**src/rtl/wb_ledport_arb.sv**
```systemverilog
// Round-robin sequencer that shares one LED port slave among several
// Wishbone requesters. Each transaction produces a single-cycle cs_o pulse;
// posted writes are acknowledged locally, reads and ERC writes wait for the
// port ack with a timeout that returns an error response.
//
// Handshake: a requester raises cs_i[k] with a stable req_i[k] and holds it
// until it sees ack or err on resp_o[k], which is valid for exactly one cycle;
// towards the port, cs_o is a one-cycle strobe qualified by req_o, and only
// resp_i.ack in WAIT is honoured.

package wishbone_pkg;
    localparam logic [2:0] CLASSIC = 3'b000;
    localparam logic [2:0] CONST   = 3'b001;
    localparam logic [2:0] INCR    = 3'b010;
    localparam logic [2:0] ERC     = 3'b111;

    localparam logic [1:0] OKAY = 2'b00;
    localparam logic [1:0] ERR  = 2'b01;

    typedef struct packed {
        logic [2:0]  cti;
        logic        we;
        logic [7:0]  sel;
        logic [31:0] adr;
        logic [7:0]  tid;
        logic [63:0] dat;
    } wb_cmd_request64_t;

    typedef struct packed {
        logic        ack;
        logic        rty;
        logic [1:0]  err;
        logic [2:0]  pri;
        logic [7:0]  tid;
        logic [63:0] dat;
    } wb_cmd_response64_t;
endpackage

module wb_ledport_arb
    import wishbone_pkg::*;
#(
    parameter int NREQ    = 4,
    parameter int TIMEOUT = 15
) (
    input  logic               clk,
    input  logic               rst,
    input  logic [NREQ-1:0]    cs_i,
    input  wb_cmd_request64_t  req_i [NREQ],
    output wb_cmd_response64_t resp_o [NREQ],
    output logic [NREQ-1:0]    grant_o,
    output logic               cs_o,
    output wb_cmd_request64_t  req_o,
    input  wb_cmd_response64_t resp_i,
    output logic               busy,
    output logic [1:0]         state_dbg
);

    localparam int         IW   = $clog2(NREQ);
    localparam logic [7:0] TMAX = 8'(TIMEOUT - 1);

    typedef enum logic [1:0] {IDLE, ISSUE, WAIT, RESP} state_t;

    state_t             state, state_n;
    logic [IW-1:0]      ptr, ptr_n;       // last granted requester, also the current owner
    logic [IW-1:0]      cand;
    logic               found;
    logic [NREQ-1:0]    grant_n;
    wb_cmd_request64_t  req_n;
    wb_cmd_response64_t resp_n [NREQ];
    logic [7:0]         timer, timer_n;
    logic               ack_exp;

    assign cs_o      = (state == ISSUE);
    assign busy      = (state != IDLE);
    assign state_dbg = state;

    // Next-state, arbitration and response formation
    always_comb begin
        state_n = state;
        ptr_n   = ptr;
        grant_n = grant_o;
        req_n   = req_o;
        timer_n = timer;
        cand    = '0;
        found   = 1'b0;
        for (int i = 0; i < NREQ; i++) begin
            resp_n[i] = '0;
        end
        ack_exp = !req_o.we || (req_o.cti == ERC);

        case (state)
            IDLE: begin
                // Scan starts just past the last owner so every waiter is
                // served within NREQ-1 other transactions.
                for (int i = 1; i <= NREQ; i++) begin
                    cand = IW'((int'(ptr) + i) % NREQ);
                    if (!found && cs_i[cand]) begin
                        found = 1'b1;
                        ptr_n = cand;
                    end
                end
                if (found) begin
                    req_n   = req_i[ptr_n];
                    grant_n = {{(NREQ-1){1'b0}}, 1'b1} << ptr_n;
                    state_n = ISSUE;
                end
            end
            ISSUE: begin
                if (ack_exp) begin
                    timer_n = '0;
                    state_n = WAIT;
                end else begin
                    // The port never acks posted writes, so answer locally.
                    resp_n[ptr].ack = 1'b1;
                    resp_n[ptr].err = OKAY;
                    resp_n[ptr].pri = 3'd7;
                    resp_n[ptr].tid = req_o.tid;
                    state_n = RESP;
                end
            end
            WAIT: begin
                if (resp_i.ack) begin
                    resp_n[ptr] = resp_i;
                    state_n     = RESP;
                end else if (timer == TMAX) begin
                    resp_n[ptr].err = ERR;
                    resp_n[ptr].tid = req_o.tid;
                    state_n         = RESP;
                end else begin
                    timer_n = timer + 8'd1;
                end
            end
            RESP: begin
                grant_n = '0;
                state_n = IDLE;
            end
            default: state_n = IDLE;
        endcase
    end

    // State and output registers; resp_o defaults to zero so each response lasts one cycle
    always_ff @(posedge clk) begin
        if (rst) begin
            state   <= IDLE;
            ptr     <= IW'(NREQ - 1);
            grant_o <= '0;
            req_o   <= '0;
            timer   <= '0;
            for (int i = 0; i < NREQ; i++) begin
                resp_o[i] <= '0;
            end
        end else begin
            state   <= state_n;
            ptr     <= ptr_n;
            grant_o <= grant_n;
            req_o   <= req_n;
            timer   <= timer_n;
            for (int i = 0; i < NREQ; i++) begin
                resp_o[i] <= resp_n[i];
            end
        end
    end

endmodule
```
**config.mk**
```make
export PLATFORM = sky130hd
export DESIGN_NAME = wb_ledport_arb
export DESIGN_NICKNAME = d
export VERILOG_FILES = /design/src/rtl/wb_ledport_arb.sv
export SDC_FILE = /design/constraint.sdc
export NUM_CORES = 1
export LEC_CHECK = 0
export BUFFER_PORTS_ARGS = -buffer_cell sky130_fd_sc_hd__buf_2
export CORE_AREA = 4 4 380 382
export CTS_BUF_LIST = sky130_fd_sc_hd__clkbuf_8
export DETAILED_ROUTE_END_ITERATION = 8
export DIE_AREA = 0 0 384 386
export PLACE_DENSITY = 0.34
export SLEW_MARGIN = 15
export SYNTH_ARGS = -nofsm -noshare
export SYNTH_HDL_FRONTEND = slang
export SYNTH_SLANG_ARGS = --single-unit
```
**constraint.sdc**
```tcl
create_clock -name clk -period 5.2 [get_ports clk]
set_input_delay 0.26 -clock clk [delete_from_list [all_inputs] [get_ports clk]]
set_output_delay 0.26 -clock clk [all_outputs]
set_load 0.05 [all_outputs]
```
==> impl_metrics.py, run 1 <==
metrics = {
    "timing": {
        "slew_viol_final": 0,
        "tightestPinTransition_ps": 1020,
        "finalHoldWorstSlack_ps": 271,
        "unrepaired_setup_endpoints_after_global_routing": "false",
        "finalHoldViolCount": 0,
        "max_clock_freq_ghz": 0.213,
        "finalSetupViolations": 0,
        "minimum_clock_period_after_layout_ps": 4700,
        "setup_skew_ps": 41.0,
        "setup_tns_ps": 0,
        "min_period_over_period_pct": 90.4,
        "max_slew_margin_pct": 32.1,
        "setup_slack_ps": 498,
    },
    "detailed_routing": {
        "routed_wire_length_per_instance_um": 21.1,
        "drt_wl_total_um": 105000,
        "dr_total_vias": 18092,
        "detailedRoute.firstIterationViolations": 729,
        "route.detailed.vias_per_inst": 3.63,
        "drt_drc_violations_left": 0,
        "postRouteAntennaNets": 0,
        "drt_pass1_iterations": 5,
    },
    "die": {
        "dieHeight_um": 386,
        "floorplan.die_area_um2": 148000,
        "start_util_pct": 11.6,
        "floorplan.rows": 138,
        "i_o_pin_count": 989,
        "die-width_um": 384,
        "core-area_um2": 141000,
    },
    "clock_tree": {
        "clock_latency_ps": 740,
        "postCtsSetupRepairBufs": 0,
        "numClockSinks": 448,
        "post_cts_resize_count": 0,
        "cts-root-to-sink-buffers": 3,
        "cts_inserted_buffers": 89,
        "cts_tree": "yes",
        "h-tree-depth": 3,
        "ctsRootBufferMaster": "clkbuf_8",
        "path_clk_slew_ps": 70,
        "total_of_hold_buffers_inserted_after_clock_tree_synthesis": 426,
    },
    "yosys": {
        "synth_top_area_cell": "dfxtp_1",
        "syn_avg_cell_area_um2": 10.3,
        "synth_cells": 1585,
        "number_of_storage_elements_in_the_synthesis_netlist": 448,
        "yosysUniqueCellTypes": 49,
        "cell_area_after_synthesis_um2": 16300,
        "synth_seq_area_share_pct": 54.9,
        "syn-num-nets": 2145,
        "synth_area_leaders": "dfxtp_1, mux2i_1, nor2_1",
        "synth_enable_flop_cells": 0,
        "synth_flop_cell": "dfxtp_1",
        "synth_top_area_share_pct": 54.9,
        "synth-async-reset-ratio_pct": 0,
        "yosys_warnings": 0,
    },
    "finish": {
        "stdcell_count": 4986,
        "n_fill_cell": 15797,
        "multi_input_area_um2": 6830,
        "final_layout_size_suffix_gt1_share_pct": 39.6,
        "num-nets-final": 3558,
        "area.sequential_um2": 8970,
        "area_delta_synth_final_pct": 82.2,
        "final_area_um2": 29800,
    },
    "placement": {
        "place_ws_ps": 1550,
        "post-dp-hpwl_um": 80900,
        "place_area_um2": 23500,
        "placed_insts": 4371,
        "port_buffers": 988,
        "finalWeightedCongestion": 0.825,
    },
    "pwr": {
        "peakVddDrop_mv": 0.284,
        "power_density_nw_per_um2": 524,
        "leakage_nw": 14.0,
    },
    "grt": {
        "grt_max_degree": 71,
        "grt.total_usage_pct": 13.4,
        "grt_first_pass_wirelength_um": 141000,
        "first_global_vias": 18695,
        "grt_remaining_overflow": 0,
        "antenna_found_initial": 64,
    },
    "job": {
        "max_cap_violations": 0,
    },
    "setup_path": {
        "cp.arrival_ps": 5330,
        "critPathMaxStageDelay_ps": 700,
        "kind_of_launch_point_of_the_worst_setup_path": "register",
        "cp_cell_sequence": "inv_1 -> ha_1 -> mux4_2 -> nor2_2 -> mux2i_4 -> buf_12 -> buf_12 -> mux2i_1 -> dlygate4sd3_1 -> o221ai_1 -> dlygate4sd3_1",
        "worstPathMaxFanout": 39,
        "critical_path.n_buffers_inverters": 5,
        "critical_path.slowest_cell": "dfxtp_1",
        "critical_path_required_ps": 5820,
        "crit_family": "buffers and inverters",
        "critical_path.endpoint_type": "register",
        "worst-setup-path-type": "reg2reg",
    },
    "run_status": {
        "outcome": "completed",
    },
    "min_path": {
        "holdCritPathClass": "in2reg",
    },
}
[layout by cell type, fill, tap and decap left out, drive strengths merged, types with 45 or more instances in the layout]
cell type	count
clkbuf	117
nand2	78
o221ai	116
dlygate4sd3	426
nor2	329
buf	1022
inv	45
dfxtp	448
nand3	124
mux2i	236
[cells in the mapped netlist (2+ instances only)]
library cell	n
a21oi_1	2
xnor2_1	7
nor2b_1	3
buf_6	8
o21ai_0	4
o21ai_1	3
a211oi_1	2
nand2_1	78
inv_1	14
o211ai_1	2
and3_1	8
a21boi_1	4
mux4_2	3
a2111oi_0	4
and2_1	4
nand4_1	2
nor2_1	328
a21o_1	2
buf_2	26
buf_1	17
and3b_1	2
a32o_1	2
clkbuf_1	70
nor3_1	2
a22oi_1	32
mux2i_1	235
nand3_1	123
buf_4	5
o221ai_2	40
dfxtp_1	448
o221ai_1	76
ha_1	11
a32oi_1	2
[report_power, final]
group / total, mW / leakage, nW / switching (mW) / internal [mW]
Clock: 3.94 / 1.08 / 1.76 / 2.18
Sequential: 4.03 / 3.63 / 0.238 / 3.79
Combinational: 7.65 / 9.32 / 4.44 / 3.21
[layer usage]
metal,up-vias,share of wire [%],GRT usage (%)
met5,-,0.21,0
met4,32,2.9,4.51
met3,186,9.3,4.54
met2,804,50,23.6
met1,8591,38,15.0
li1,8479,-,-
[cell type report]
type / instances / area share, %
antenna: 30 / 0.252
multi-input combinational: 997 / 22.9
inverter: 14 / 0.193
clock buffer: 117 / 5.41
timing repair buffer: 1448 / 32.1
sequential: 448 / 30.1
clock inverter: 42 / 1.07
tap: 1890 / 7.94
[registers in the layout, summed over array words and instances, names as in the netlist]
name / count
timer: 8
ptr: 2
resp_o: 316
state_dbg: 2
req_o: 116
grant_o: 4
[cells by family after synthesis]
family / Yosys count / synth area share [%]
buf+inv: 140 / 3.90
flops: 448 / 54.9
mux: 241 / 15.0
fa+ha+maj: 11 / 0.842
simple gates: 557 / 14.2
xor+xnor: 7 / 0.375
compound gates: 181 / 10.8
[worst reg2reg max path, stage by stage (launching register included)]
cell and delay (ps):
dfxtp_1 700, inv_1 150, ha_1 450, mux4_2 340, nor2_2 180, mux2i_4 590
buf_12 340, buf_12 350, mux2i_1 240, dlygate4sd3_1 560, o221ai_1 110, dlygate4sd3_1 570
[per-stage QoR]
stage	utilization [%]	power, mW
CTS	21.1	15.9
detailed placement	16.7	10.4
floorplan	-	8.38
global route	21.1	16.5
finish	21.1	15.6
global placement	16.7	10.4
[path summary, 6_finish.rpt]
kind / start / endpoint / slack (ps) / depth (start not counted)
worst min-delay path: cs_i[2] / ptr[1] / 270 / 6
worst max-delay path: ptr[0] / req_o[55] / 500 / 11
worst min register to register: grant_o[2] / grant_o[2] / 490 / 2
worst max register to register: ptr[0] / req_o[55] / 500 / 11
Note: power is estimated with default switching activity, not from simulation.
==> inputs of run 2 (changes only) <==
Settings changed: ABC_AREA set to 1, CORE_AREA 4 4 380 382 to 4 4 382 384, DIE_AREA 0 0 384 386 to 0 0 386 388, PLACE_DENSITY 0.34 to 0.35, SETUP_SLACK_MARGIN set to 0.4, SKIP_CTS_REPAIR_TIMING set to 1.
==> run 2 against run 1 <==
Routed wire length up 22%. Combinational power rose by 73%. First-iteration DRC count grew 71%. Synthesized cell count is 68% higher. Synthesized area up 14%. Sequential share of layout area decreased by 2.1 points. Hold slack worse by 260 ps. Critical path type unchanged. Critical endpoint is now req_o[110]. Largest power group unchanged. Highest routed layer unchanged.
==> impl_metrics.py, run 2 <==
metrics = {
    "die": {
        "die-width_um": 386,
        "start_util_pct": 13.0,
        "floorplan.die_area_um2": 150000,
        "dieHeight_um": 388,
        "floorplan.rows": 139,
        "i_o_pin_count": 989,
        "core-area_um2": 143000,
    },
    "grt": {
        "grt_remaining_overflow": 0,
        "grt_first_pass_wirelength_um": 170000,
        "antenna_found_initial": 73,
        "grt.total_usage_pct": 16.0,
        "first_global_vias": 21486,
        "grt_max_degree": 94,
    },
    "finish": {
        "n_fill_cell": 16505,
        "regMostFlops": "resp_o",
        "area_delta_synth_final_pct": 72.4,
        "stdcell_count": 6062,
        "layout.cells.most_common_list": "buf_2, nand2_1, nand3_1, dfxtp_1, dlygate4sd3_1",
        "num-nets-final": 4615,
        "largest_registers": "resp_o x316, req_o x116, timer x8",
        "largest_register_ffs": 316,
        "area.sequential_um2": 8970,
        "final_common_cell": "buf_2",
        "multi_input_area_um2": 7680,
        "final_layout_size_suffix_gt1_share_pct": 28.6,
    },
    "setup_path": {
        "reg2reg_to": "req_o[110]",
        "critPathMaxStageDelay_ps": 760,
        "critical_path.endpoint_type": "register",
        "critical_path.slowest_cell": "dfxtp_1",
        "cp_cell_sequence": "inv_6 -> ha_1 -> inv_1 -> nand3_2 -> nand2_1 -> inv_2 -> nand2_4 -> nand2_8 -> nand2_8 -> buf_12 -> nand2_1 -> nand3_1 -> dlygate4sd3_1 -> nand3_1 -> a21oi_1 -> dlygate4sd3_1",
        "worstPathMaxFanout": 54,
        "rrSetupSlack_ps": 690,
        "worst-setup-path-type": "reg2reg",
        "kind_of_launch_point_of_the_worst_setup_path": "register",
        "reg2reg_from": "ptr[0]",
        "r2r.worst_path.cells": 16,
        "critical_path_required_ps": 5860,
        "cp.arrival_ps": 5170,
    },
    "min_path": {
        "min_delay_worst_endpoint": "req_o[13]",
        "hold_path_startpoint": "req_i[13]",
        "holdCritPathClass": "in2reg",
        "hold-path-cell-count": 7,
    },
    "timing": {
        "max_clock_freq_ghz": 0.222,
        "finalSetupViolations": 0,
        "min_period_over_period_pct": 86.8,
        "minimum_clock_period_after_layout_ps": 4510,
        "setup_tns_ps": 0,
        "setup_slack_ps": 687,
        "max_slew_margin_pct": 32.6,
        "finalHoldWorstSlack_ps": 8.93,
        "finalHoldViolCount": 0,
        "setup_skew_ps": 46.8,
        "tightestPinTransition_ps": 1010,
        "unrepaired_setup_endpoints_after_global_routing": "false",
        "slew_viol_final": 0,
    },
    "detailed_routing": {
        "dr_total_vias": 23317,
        "drt_wl_total_um": 128000,
        "detailedRoute.firstIterationViolations": 1249,
        "drt_pass1_iterations": 5,
        "route.detailed.vias_per_inst": 3.85,
        "postRouteAntennaNets": 0,
        "routed_wire_length_per_instance_um": 21.1,
        "drt_drc_violations_left": 0,
    },
    "yosys": {
        "yosys-top-cells-count": "nand2_1, nand3_1, dfxtp_1",
        "synth_most_common_cell": "nand2_1",
        "cell_area_after_synthesis_um2": 18600,
        "yosysUniqueCellTypes": 28,
        "synth_top_area_cell": "dfxtp_1",
        "syn-num-nets": 3230,
        "synth-async-reset-ratio_pct": 0,
        "syn_avg_cell_area_um2": 6.96,
        "synth_seq_area_share_pct": 48.2,
        "synth_top_area_share_pct": 48.2,
        "synth_area_leaders": "dfxtp_1, nand2_1, nand3_1",
        "number_of_storage_elements_in_the_synthesis_netlist": 448,
        "yosys_warnings": 0,
        "synth_enable_flop_cells": 0,
        "synth_flop_cell": "dfxtp_1",
        "synth_cells": 2670,
    },
    "clock_tree": {
        "path_clk_slew_ps": 60,
        "ctsRootBufferMaster": "clkbuf_8",
        "numClockSinks": 448,
        "clock_latency_ps": 770,
        "cts_tree": "yes",
        "cts-root-to-sink-buffers": 3,
        "cts_inserted_buffers": 92,
        "h-tree-depth": 3,
    },
    "job": {
        "max_cap_violations": 0,
    },
    "placement": {
        "finalWeightedCongestion": 0.857,
        "post-dp-hpwl_um": 97100,
        "port_buffers": 988,
        "placed_insts": 5416,
        "place_ws_ps": 1590,
    },
    "run_status": {
        "outcome": "completed",
    },
    "pwr": {
        "p_sw_mw": 10.6,
        "pwr-share-clk_pct": 18.4,
        "peakVddDrop_mv": 0.535,
        "pwr-share-comb_pct": 62.2,
        "power_density_nw_per_um2": 662,
        "p_sw_share_pct": 49.8,
        "sequentialPowerShare_pct": 19.4,
        "internal-power_mw": 10.7,
        "leakage_nw": 16.1,
    },
}
[run 2: changes by cell type in the layout (fill, tap and decap cells not counted), moves of 76 or more]
cell      delta
a21oi_1    +130
inv_1      +303
mux2i_1    -235
nand2_1    +627
nand3_1    +365
o221ai_1    -76
[run 2: final cells by class]
class                   instances  area share (%)
repair buffers               1471            30.7
inverters                     316            3.73
flip-flops and latches        448            28.0
clock buffers                 110            4.72
clock inverters                52            1.19
multi-input cells            1726            24.0
well taps                    1903            7.43
diodes                         36           0.281
[run 2: per-layer routing]
layer | wire [um] | track usage (%) | share of wire (%)
met1 | 50400 | 18.5 | 39
met2 | 61400 | 27.3 | 48
met3 | 12500 | 6.54 | 9.7
met4 | 3620 | 4.38 | 2.8
met5 | 296 | 0 | 0.23
[run 2: how the worst max path moves through the flow]
stage	start	to	cells past startpoint	slack (ps)
5_1_grt	ptr[0]	req_o[110]	16	380
4_1_cts	ptr[0]	req_o[43]	14	1570
3_5_place_dp	ptr[0]	req_o[50]	14	1590
3_3_place_gp	ptr[0]	req_o[59]	14	1600
6_report	ptr[0]	req_o[110]	16	690
2_1_floorplan	state_dbg[1]	timer[5]	9	2860
[run 2: cell families after synthesis]
family	after synthesis	share of synthesized area (%)
AO/OA/AOI/OAI	181	5.20
XOR/XNOR	2	0.0942
adder cells (fa/ha/maj)	11	0.740
buffers and inverters	496	10.9
flip-flops	448	48.2
AND/OR/NAND/NOR	1532	34.8
[run 2: through the flow]
step | power (mW) | cell area, um2 | utilization (%)
global route | 22.9 | 32000 | 22.4
CTS | 19.2 | 27500 | 19.2
finish | 21.2 | 32100 | 22.5
detailed placement | 15.2 | 25600 | 17.9
floorplan | 11.2 | 18600 | -
global placement | 15.2 | 25600 | 17.9
[run 2: power by group through the flow]
stage | Sequential, mW | Clock (mW) | Combinational (mW)
finish | 4.13 | 3.90 | 13.2
global route | 4.18 | 4.25 | 14.5
CTS | 4.14 | 4.11 | 11.0
detailed placement | 4.21 | 0 | 10.9
global placement | 4.21 | 0 | 11.0
floorplan | 5.25 | 0 | 5.95
[run 2: critical path: cells and delay by family (launching register included)]
kind / cells / cell delay [ps]
buffers and inverters: 6 / 1910
AND/OR/NAND/NOR: 8 / 1190
flip-flops: 1 / 760
adder cells (fa/ha/maj): 1 / 400
AO/OA/AOI/OAI: 1 / 80
==> inputs of run 3 (changes only) <==
Settings changed: ABC_AREA 1 to 0, CORE_AREA 4 4 382 384 to 4 4 380 382, DIE_AREA 0 0 386 388 to 0 0 384 386, PLACE_DENSITY 0.35 to 0.34.
==> run 3 against run 2 <==
Utilization shrank 0.82 points. Sequential cell count is the same. Global-route usage shrank 3.0 points.
==> impl_metrics.py, run 3 (same netlist as run 1, synthesis figures left out) <==
metrics = {
    "finish": {
        "final_common_cell": "buf_2",
        "final_layout_size_suffix_gt1_share_pct": 38.7,
        "share_of_the_core_filled_with_cells_pct": 21.6,
        "regMostFlops": "resp_o",
        "largest_register_ffs": 316,
        "layout.cells.most_common_list": "buf_2, dlygate4sd3_1, dfxtp_1, nor2_1, mux2i_1",
        "n_fill_cell": 15726,
        "num-nets-final": 3630,
        "area_delta_synth_final_pct": 86.6,
        "area.sequential_um2": 8970,
        "multi_input_area_um2": 6830,
        "largest_registers": "resp_o x316, req_o x116, timer x8",
    },
    "clock_tree": {
        "cts_tree": "yes",
        "h-tree-depth": 3,
        "path_clk_slew_ps": 70,
        "ctsRootBufferMaster": "clkbuf_8",
        "cts_inserted_buffers": 89,
        "clock_latency_ps": 740,
        "cts-root-to-sink-buffers": 3,
        "numClockSinks": 448,
    },
    "timing": {
        "setup_skew_ps": 42.9,
        "setup_tns_ps": 0,
        "min_period_over_period_pct": 88.3,
        "minimum_clock_period_after_layout_ps": 4590,
        "slew_viol_final": 0,
        "unrepaired_setup_endpoints_after_global_routing": "false",
        "setup_slack_ps": 609,
        "tightestPinTransition_ps": 1010,
        "finalHoldViolCount": 0,
        "max_slew_margin_pct": 32.8,
        "finalSetupViolations": 0,
        "max_clock_freq_ghz": 0.218,
        "finalHoldWorstSlack_ps": 2.07,
    },
    "die": {
        "floorplan.rows": 138,
        "core-area_um2": 141000,
        "i_o_pin_count": 989,
        "floorplan.die_area_um2": 148000,
        "die-width_um": 384,
        "dieHeight_um": 386,
        "start_util_pct": 11.6,
    },
    "grt": {
        "first_global_vias": 16618,
        "antenna_found_initial": 63,
        "grt.total_usage_pct": 13.0,
        "grt_remaining_overflow": 0,
        "grt_max_degree": 71,
        "grt_first_pass_wirelength_um": 135000,
    },
    "detailed_routing": {
        "dr_total_vias": 18345,
        "drt_wl_total_um": 106000,
        "route.detailed.vias_per_inst": 3.63,
        "detailedRoute.firstIterationViolations": 743,
        "postRouteAntennaNets": 0,
        "drt_pass1_iterations": 5,
        "drt_drc_violations_left": 0,
        "routed_wire_length_per_instance_um": 21.0,
    },
    "pwr": {
        "leakage_nw": 14.2,
        "peakVddDrop_mv": 0.286,
        "p_total_mw": 15.6,
        "power_density_nw_per_um2": 511,
    },
    "placement": {
        "post-dp-hpwl_um": 80900,
        "port_buffers": 988,
        "finalWeightedCongestion": 0.825,
        "place_ws_ps": 1550,
    },
    "min_path": {
        "holdCritPathClass": "in2reg",
    },
    "setup_path": {
        "critical_path_required_ps": 5800,
        "worstPathMaxFanout": 61,
        "critical_path.endpoint_type": "register",
        "critPathMaxStageDelay_ps": 700,
        "kind_of_launch_point_of_the_worst_setup_path": "register",
        "critical_path.slowest_cell": "dfxtp_1",
        "crit_top_cell": "dlygate4sd3_1",
        "cp.arrival_ps": 5190,
        "worst-setup-path-type": "reg2reg",
        "cp_cell_sequence": "inv_1 -> ha_1 -> mux4_2 -> nor2_2 -> mux2i_4 -> buf_12 -> mux2i_1 -> dlygate4sd3_1 -> o221ai_2 -> dlygate4sd3_1",
    },
    "run_status": {
        "outcome": "completed",
    },
    "job": {
        "max_cap_violations": 0,
    },
}
## run 3: critical path: cells and delay by family (launching register included)
family | cells | cell delay (ps)
buf+inv | 4 | 1760
mux | 3 | 1180
flops | 1 | 700
fa+ha+maj | 1 | 450
simple gates | 1 | 180
compound gates | 1 | 100
## run 3: layer usage
metal	wire (um)	vias up	global-route usage, %
li1	-	8635	-
met3	10000	209	5.59
met2	52700	797	21.9
met5	249	-	0
met4	3320	38	5.51
met1	39800	8666	14.3
## run 3: worst paths after layout
| check | from | end | slack, ps | cells after the start |
|---|---|---|---|---|
| hold reg to reg | req_o[9] | req_o[9] | 480 | 2 |
| setup reg to reg | ptr[0] | req_o[84] | 610 | 10 |
| setup / recovery | ptr[0] | req_o[84] | 610 | 10 |
| hold / removal | req_i[240] | req_o[8] | 2 | 3 |
## run 3: power by group
group | total, mW | switching [mW] | leakage (nW) | internal, mW
clock network | 3.93 | 1.75 | 1.08 | 2.18
logic | 7.64 | 4.45 | 9.48 | 3.19
registers | 4.03 | 0.237 | 3.63 | 3.79
## run 3: per-stage QoR
step	cell area, um2	cells
floorplan	16300	1585
global placement	23500	4371
detailed placement	23500	4371
CTS	25400	4530
global route	30500	5041
finish	30500	5059
## run 3: cell type report
type / instances / share of cell area, %
timing repair buffer: 1520 / 33.7
clock buffer: 117 / 5.28
tap: 1890 / 7.75
inverter: 14 / 0.189
clock inverter: 42 / 1.04
antenna: 31 / 0.254
sequential: 448 / 29.4
multi-input combinational: 997 / 22.4
